<file path="src/rtl/piso_shift_register.sv">
// piso_shift_register: MSB-first parallel-to-serial converter with ready/valid load.
// Define PARITY_EN to append an even-parity bit after din[0].
module piso_shift_register #(
    parameter int WIDTH = 8
) (
    input  logic             clk,
    input  logic             rst_n,
    input  logic [WIDTH-1:0] din,
    input  logic             load_valid,
    output logic             load_ready,
    output logic             sout,
    output logic             sout_valid,
    output logic             sout_last
);
    localparam int CW = $clog2(WIDTH);

`ifdef PARITY_EN
    typedef enum logic [1:0] {IDLE, SHIFT, PARITY} state_t;
`else
    typedef enum logic [0:0] {IDLE, SHIFT} state_t;
`endif

    state_t           state, state_d;
    logic [WIDTH-1:0] shreg;
    logic [CW-1:0]    cnt;
    logic             accept;

    assign load_ready = state == IDLE;
    assign accept     = load_ready && load_valid;

    always_comb begin
        state_d = state;
        case (state)
            IDLE:    state_d = load_valid ? SHIFT : IDLE;
`ifdef PARITY_EN
            SHIFT:   state_d = cnt == '0 ? PARITY : SHIFT;
            PARITY:  state_d = IDLE;
`else
            SHIFT:   state_d = cnt == '0 ? IDLE : SHIFT;
`endif
            default: state_d = IDLE;
        endcase
    end

    always_ff @(posedge clk or negedge rst_n)
        if (!rst_n) state <= IDLE;
        else        state <= state_d;

`ifdef PARITY_EN
    logic par;
    always_ff @(posedge clk or negedge rst_n)
        if (!rst_n)      par <= 1'b0;
        else if (accept) par <= ^din;
    assign sout_last = sout_valid && state == PARITY;
`else
    assign sout_last = sout_valid && state == SHIFT && cnt == '0;
`endif

    // sout is loaded with the next bit on the same edge the shift register advances
    always_ff @(posedge clk or negedge rst_n) begin
        if (!rst_n) begin
            shreg      <= '0;
            cnt        <= '0;
            sout       <= 1'b0;
            sout_valid <= 1'b0;
        end else if (accept) begin
            shreg      <= {din[WIDTH-2:0], 1'b0};
            cnt        <= CW'(WIDTH - 1);
            sout       <= din[WIDTH-1];
            sout_valid <= 1'b1;
        end else if (state == SHIFT && cnt != '0) begin
            shreg      <= {shreg[WIDTH-2:0], 1'b0};
            cnt        <= cnt - CW'(1);
            sout       <= shreg[WIDTH-1];
            sout_valid <= 1'b1;
`ifdef PARITY_EN
        end else if (state == SHIFT) begin
            sout       <= par;
            sout_valid <= 1'b1;
`endif
        end else begin
            sout       <= 1'b0;
            sout_valid <= 1'b0;
        end
    end
endmodule

</file>
<file path="config.mk">
export PLATFORM = sky130hd
export DESIGN_NAME = piso_shift_register
export DESIGN_NICKNAME = d
export VERILOG_FILES = /design/src/rtl/piso_shift_register.sv
export SDC_FILE = /design/constraint.sdc
export NUM_CORES = 1
export LEC_CHECK = 0
export CORE_AREA = 3 3 40 42
export CTS_BUF_LIST = sky130_fd_sc_hd__clkbuf_4
export DETAILED_ROUTE_END_ITERATION = 10
export DIE_AREA = 0 0 43 45
export GPL_ROUTABILITY_DRIVEN = 0
export PLACE_DENSITY = 0.72
export SYNTH_ARGS = -nofsm -noshare
export SYNTH_HDL_FRONTEND = slang
export SYNTH_SLANG_ARGS = --single-unit
</file>
<file path="constraint.sdc">
create_clock -name clk -period 1.7 [get_ports clk]
set_input_delay 0.34 -clock clk [delete_from_list [all_inputs] [get_ports clk]]
set_output_delay 0.34 -clock clk [all_outputs]
set_load 0.02 [all_outputs]
</file>
# Yosys cells after proc, flatten, opt, wreduce, memory -nomap -nowiden
# Cells that the tools add are included.
[totals]
regBits = 14
in_bits = 11
out_inout_bits = 4
elab_cells = 25
[op_classes]
addsub = 1
mux = 11
bitwise = 1
n_reduce_logical = 7
[ops]
columns = ["op", "n"]
rows = [
  ["two-way mux 8 bit", 2],
  ["two-way mux 1 bit", 6],
  ["two-way mux 3 bit", 2],
  ["logical AND 1 bit", 4],
  ["zero test 3 bit", 1],
  ["nonzero test 3 bit", 1],
  ["subtractor 3 x 1 -> 3 bit (second input constant)", 1],
  ["one-hot mux 1 bit (2 select lines)", 1],
  ["nonzero test 2 bit", 1],
  ["NOT 1 bit", 1],
]

# Depth between registers and ports, before layout
[logic_depth]
word_depth = 4
depth_mapped = 6
mapped_depth_nobuf = 6

# Worst setup path before layout
# No wires, ideal clock.
[synth_path]
path_kind = "reg2out"
start = "register sout_valid"
end = "output port sout_last"
t_arrival_ns = 1.149
required_time_ns = 1.360
setup_slack_ns = 0.211
path_stages_with_launch = 4
path_buffers = 1
path_cell_list = "dfrtp_1 buf_4 inv_1 nor2_1"
[synth_between]
elab_chain_len = 2
[synth_lines]
columns = ["element", "line_no", "rtl"]
rows = [
  ["start, declared", "12", "output logic sout_valid,"],
  ["start signal, assigned", "65", "sout_valid <= 1'b0;"],
  ["start signal, assigned", "70", "sout_valid <= 1'b1;"],
  ["start signal, assigned", "75", "sout_valid <= 1'b1;"],
  ["logical AND 1 bit (2 in a row)", "56", "assign sout_last = sout_valid && state == SHIFT && cnt == '0;"],
  ["end, declared", "13", "output logic sout_last"],
]
# Every way passes these cells.

# Final worst setup path
[layout_path]
start = "register cnt[0]"
end = "output port sout_last"
[layout_between]
elab_chain_len = 2
[layout_lines]
columns = ["element", "line_no", "rtl"]
rows = [
  ["start, declared", "25", "logic [CW-1:0] cnt;"],
  ["start signal, assigned", "68", "cnt <= CW'(WIDTH - 1);"],
  ["start signal, assigned", "73", "cnt <= cnt - CW'(1);"],
  ["zero test 3 bit", "56", ""],
  ["logical AND 1 bit", "56", ""],
]
# Every way passes these cells.

==> run metrics <==
layout cell share with drive strength beyond 1 0.203; largest net degree at the start of global routing 13; Final min period between 1.5 and 2 ns; initial antenna violation count 0; root buf cell clkbuf_4; # rows 13; Port Buffer Count 14; Final HPWL DP 964 um; Post-synth ARST share 1.00; most frequent cell after synthesis dfrtp_1; final period utilization 0.923; library cells used by synthesis 24; Total Routing Usage GR 0.164; remaining global-route overflow 0; Die ar. approximately 1900 sq um; final hold vios 0; Avg Vias per Cell roughly 5.5; DR pass1 iterations 3; Yosys warnings 0; mux contribution to synthesized area 0.0173; Die Span Y about 45 um; R2R depth 7; adder-cell share of the synthesized area 0.0433; CP max FO 2; chip width about 43 um; maximum VDD drop a little over 0.9 mV; Synth Instances between 50 and 60; final instance area between 700 and 800 sq um; leak pwr around 0.38 nW; # fillers between 100 and 150; DRC violations left 0; Worst setup SP type flip-flop; status finished, final reports clean; WP data arrival around 1.2 ns; Yosys top cell area share 0.519; Synth Area in Compound Gates 0.214; unrepaired setup endpoints after global routing false; worst-margin pin slew between 0.5 and 0.6 ns; CTS Buffer Depth 2; later-pin clock latency in the skew report 0.27 ns; Iteration-0 DRC Markers 16; ant diodes 0; largest family of logic cells by synthesized area compound AO/OA/AOI/OAI gates; Avg Cell Area, Syn 11.3 sq um; most area-hungry cell type in the Yosys netlist dfrtp_1; CTS Buf Count 3; CTS tree yes; headroom to the max-slew limit 0.630; clk_skew roughly 0.0026 ns; xor-xnor portion of the synthesized cell area 0; Simple-Gate Fraction of Synth Area 0.141; top cells by area, synth dfrtp_1 (52%), a221o_1 (6.9%), ha_1 (4.3%); final wirelength ~1300 um; Required @ worst endpoint roughly 1.4 ns; Fmax ~0.64 GHz; post-route ant nets 0; Fin Hold WS 0.417 ns; Slew Viols, Final 0; vias in the first global route 473; Mapped Area between 500 and 600 sq um; Layout area overhead 37.0%; DR vias about 500; Seq/Total Area, Yosys 0.519; Syn Nets between 60 and 70; Starting Density 0.450; setup violators final 0; Placed Area 771 sq um; pwr dens about 1700 nW/um^2; Clock transition at path regs 0.08 ns; Nets 88; first-pass GRT wire length ~2300 um; wire per inst approximately 15 um; Yosys reg bits 12; Max-Cap Viols 0; I/O pins 15; Top FF cell, synth dfrtp_1; most frequent cells after synthesis dfrtp_1 (12), a221o_1 (4), inv_1 (4), nand2_1 (4); CP Capture Type output pin; core box area 1280 sq um; CP Class flip-flop to output pin; Hold Path Class input port to async pin; number of synthesized flops with an enable pin 0; H-Tree Depth 1; Clock Sinks 12
==> area by class of cell <==
class | count | area [sq um] | share of cell area
multi-input combinational | 32 | 243 | 0.306
inverter | 5 | 18.8 | 0.0237
clock buffer | 3 | 22.5 | 0.0284
tap | 15 | 18.8 | 0.0237
timing repair buffer | 21 | 185 | 0.234
sequential | 12 | 300 | 0.379
clock inverter | 1 | 3.75 | 0.00474
==> critical path, cell delays in order (launching register included) <==
cell	delay (ns)
dfrtp_1	0.37
inv_1	0.07
ha_2	0.20
nand2b_2	0.07
nor2_1	0.08
buf_2	0.17
==> metrics by stage <==
step	setup TNS (ns)	total power (W)	util	setup slack (ns)	instances
floorplan	0	0.000920	-	0.211	51
global placement	0	0.00117	0.600	0.0378	85
detailed placement	-0.00756	0.00120	0.600	-0.00756	85
CTS	0	0.00137	0.619	0.0159	89
global route	0	0.00147	0.616	0.0508	89
finish	0	0.00136	0.616	0.131	89
==> repair_timing <==
action                                  in CTS  in global routing
endpoints found under the setup margin       3                  1
endpoints found under the hold margin        0                  0
hold buffers                                 0                  0
gates cloned                                 0                  0
setup buffers                                0                  0
resized for setup                            5                  2
==> power breakdown <==
group	leakage, nW	internal (W)	switching [W]	total (W)
Combinational	0.214	0.000348	0.000341	0.000689
Sequential	0.147	0.000416	0.0000700	0.000486
Clock	0.0154	0.0000851	0.000101	0.000186
Total	0.376	0.000849	0.000512	0.00136
==> worst paths after layout <==
check | from | end | slack [ns]
worst min-delay path | rst_n | cnt[2] | 0.42
min in group clk | shreg[4] | shreg[4] | 0.51
max in group asynchronous | rst_n | shreg[4] | 0.92
worst max register to register | cnt[0] | shreg[7] | 0.19
worst max-delay path | cnt[0] | sout_last | 0.13
worst min register to register | shreg[4] | shreg[4] | 0.51
==> sequential cells by signal, indices dropped and copies added (netlist names) <==
register	flops
cnt	3
shreg	7
sout	1
sout_valid	1
==> kinds of logic (layout without fill, tap and decap cells) <==
kind of cell             after synthesis  in the layout
AND/OR/NAND/NOR                       15             15
AO/OA/AOI/OAI                         14             14
flip-flops                            12             12
buffers and inverters                  7             30
adder cells (fa/ha/maj)                2              2
multiplexers                           1              1
==> layer usage <==
layer,global-route usage,share of wire,vias to the layer above
li1,-,-,233
met1,0.215,0.44,239
met2,0.243,0.49,11
met3,0.0398,0.044,4
met4,0.108,0.025,0
met5,0,0,-
==> placed cells by master (no fill, tap or decap) <==
master           Yosys  final
a21oi_1              2      2
a21oi_4              1      1
a221o_1              4      4
a22o_1               1      1
a22oi_1              1      1
a32oi_1              1      1
and3_1               3      3
buf_2                0      1
buf_4                1      7
clkbuf_4             0      3
clkdlybuf4s50_1      0     11
clkinv_1             0      1
dfrtp_1             12     12
dlygate4sd2_1        0      2
ha_1                 2      1
ha_2                 0      1
inv_1                4      4
inv_2                1      1
mux2i_1              1      1
nand2_1              4      4
nand2b_1             2      2
nand2b_2             1      1
nand4b_1             1      1
nor2_1               3      3
nor2b_1              1      1
o211ai_1             1      1
o21ai_0              1      1
o221a_1              1      1
o221ai_1             1      1
Power figures use the tool's default switching activity.
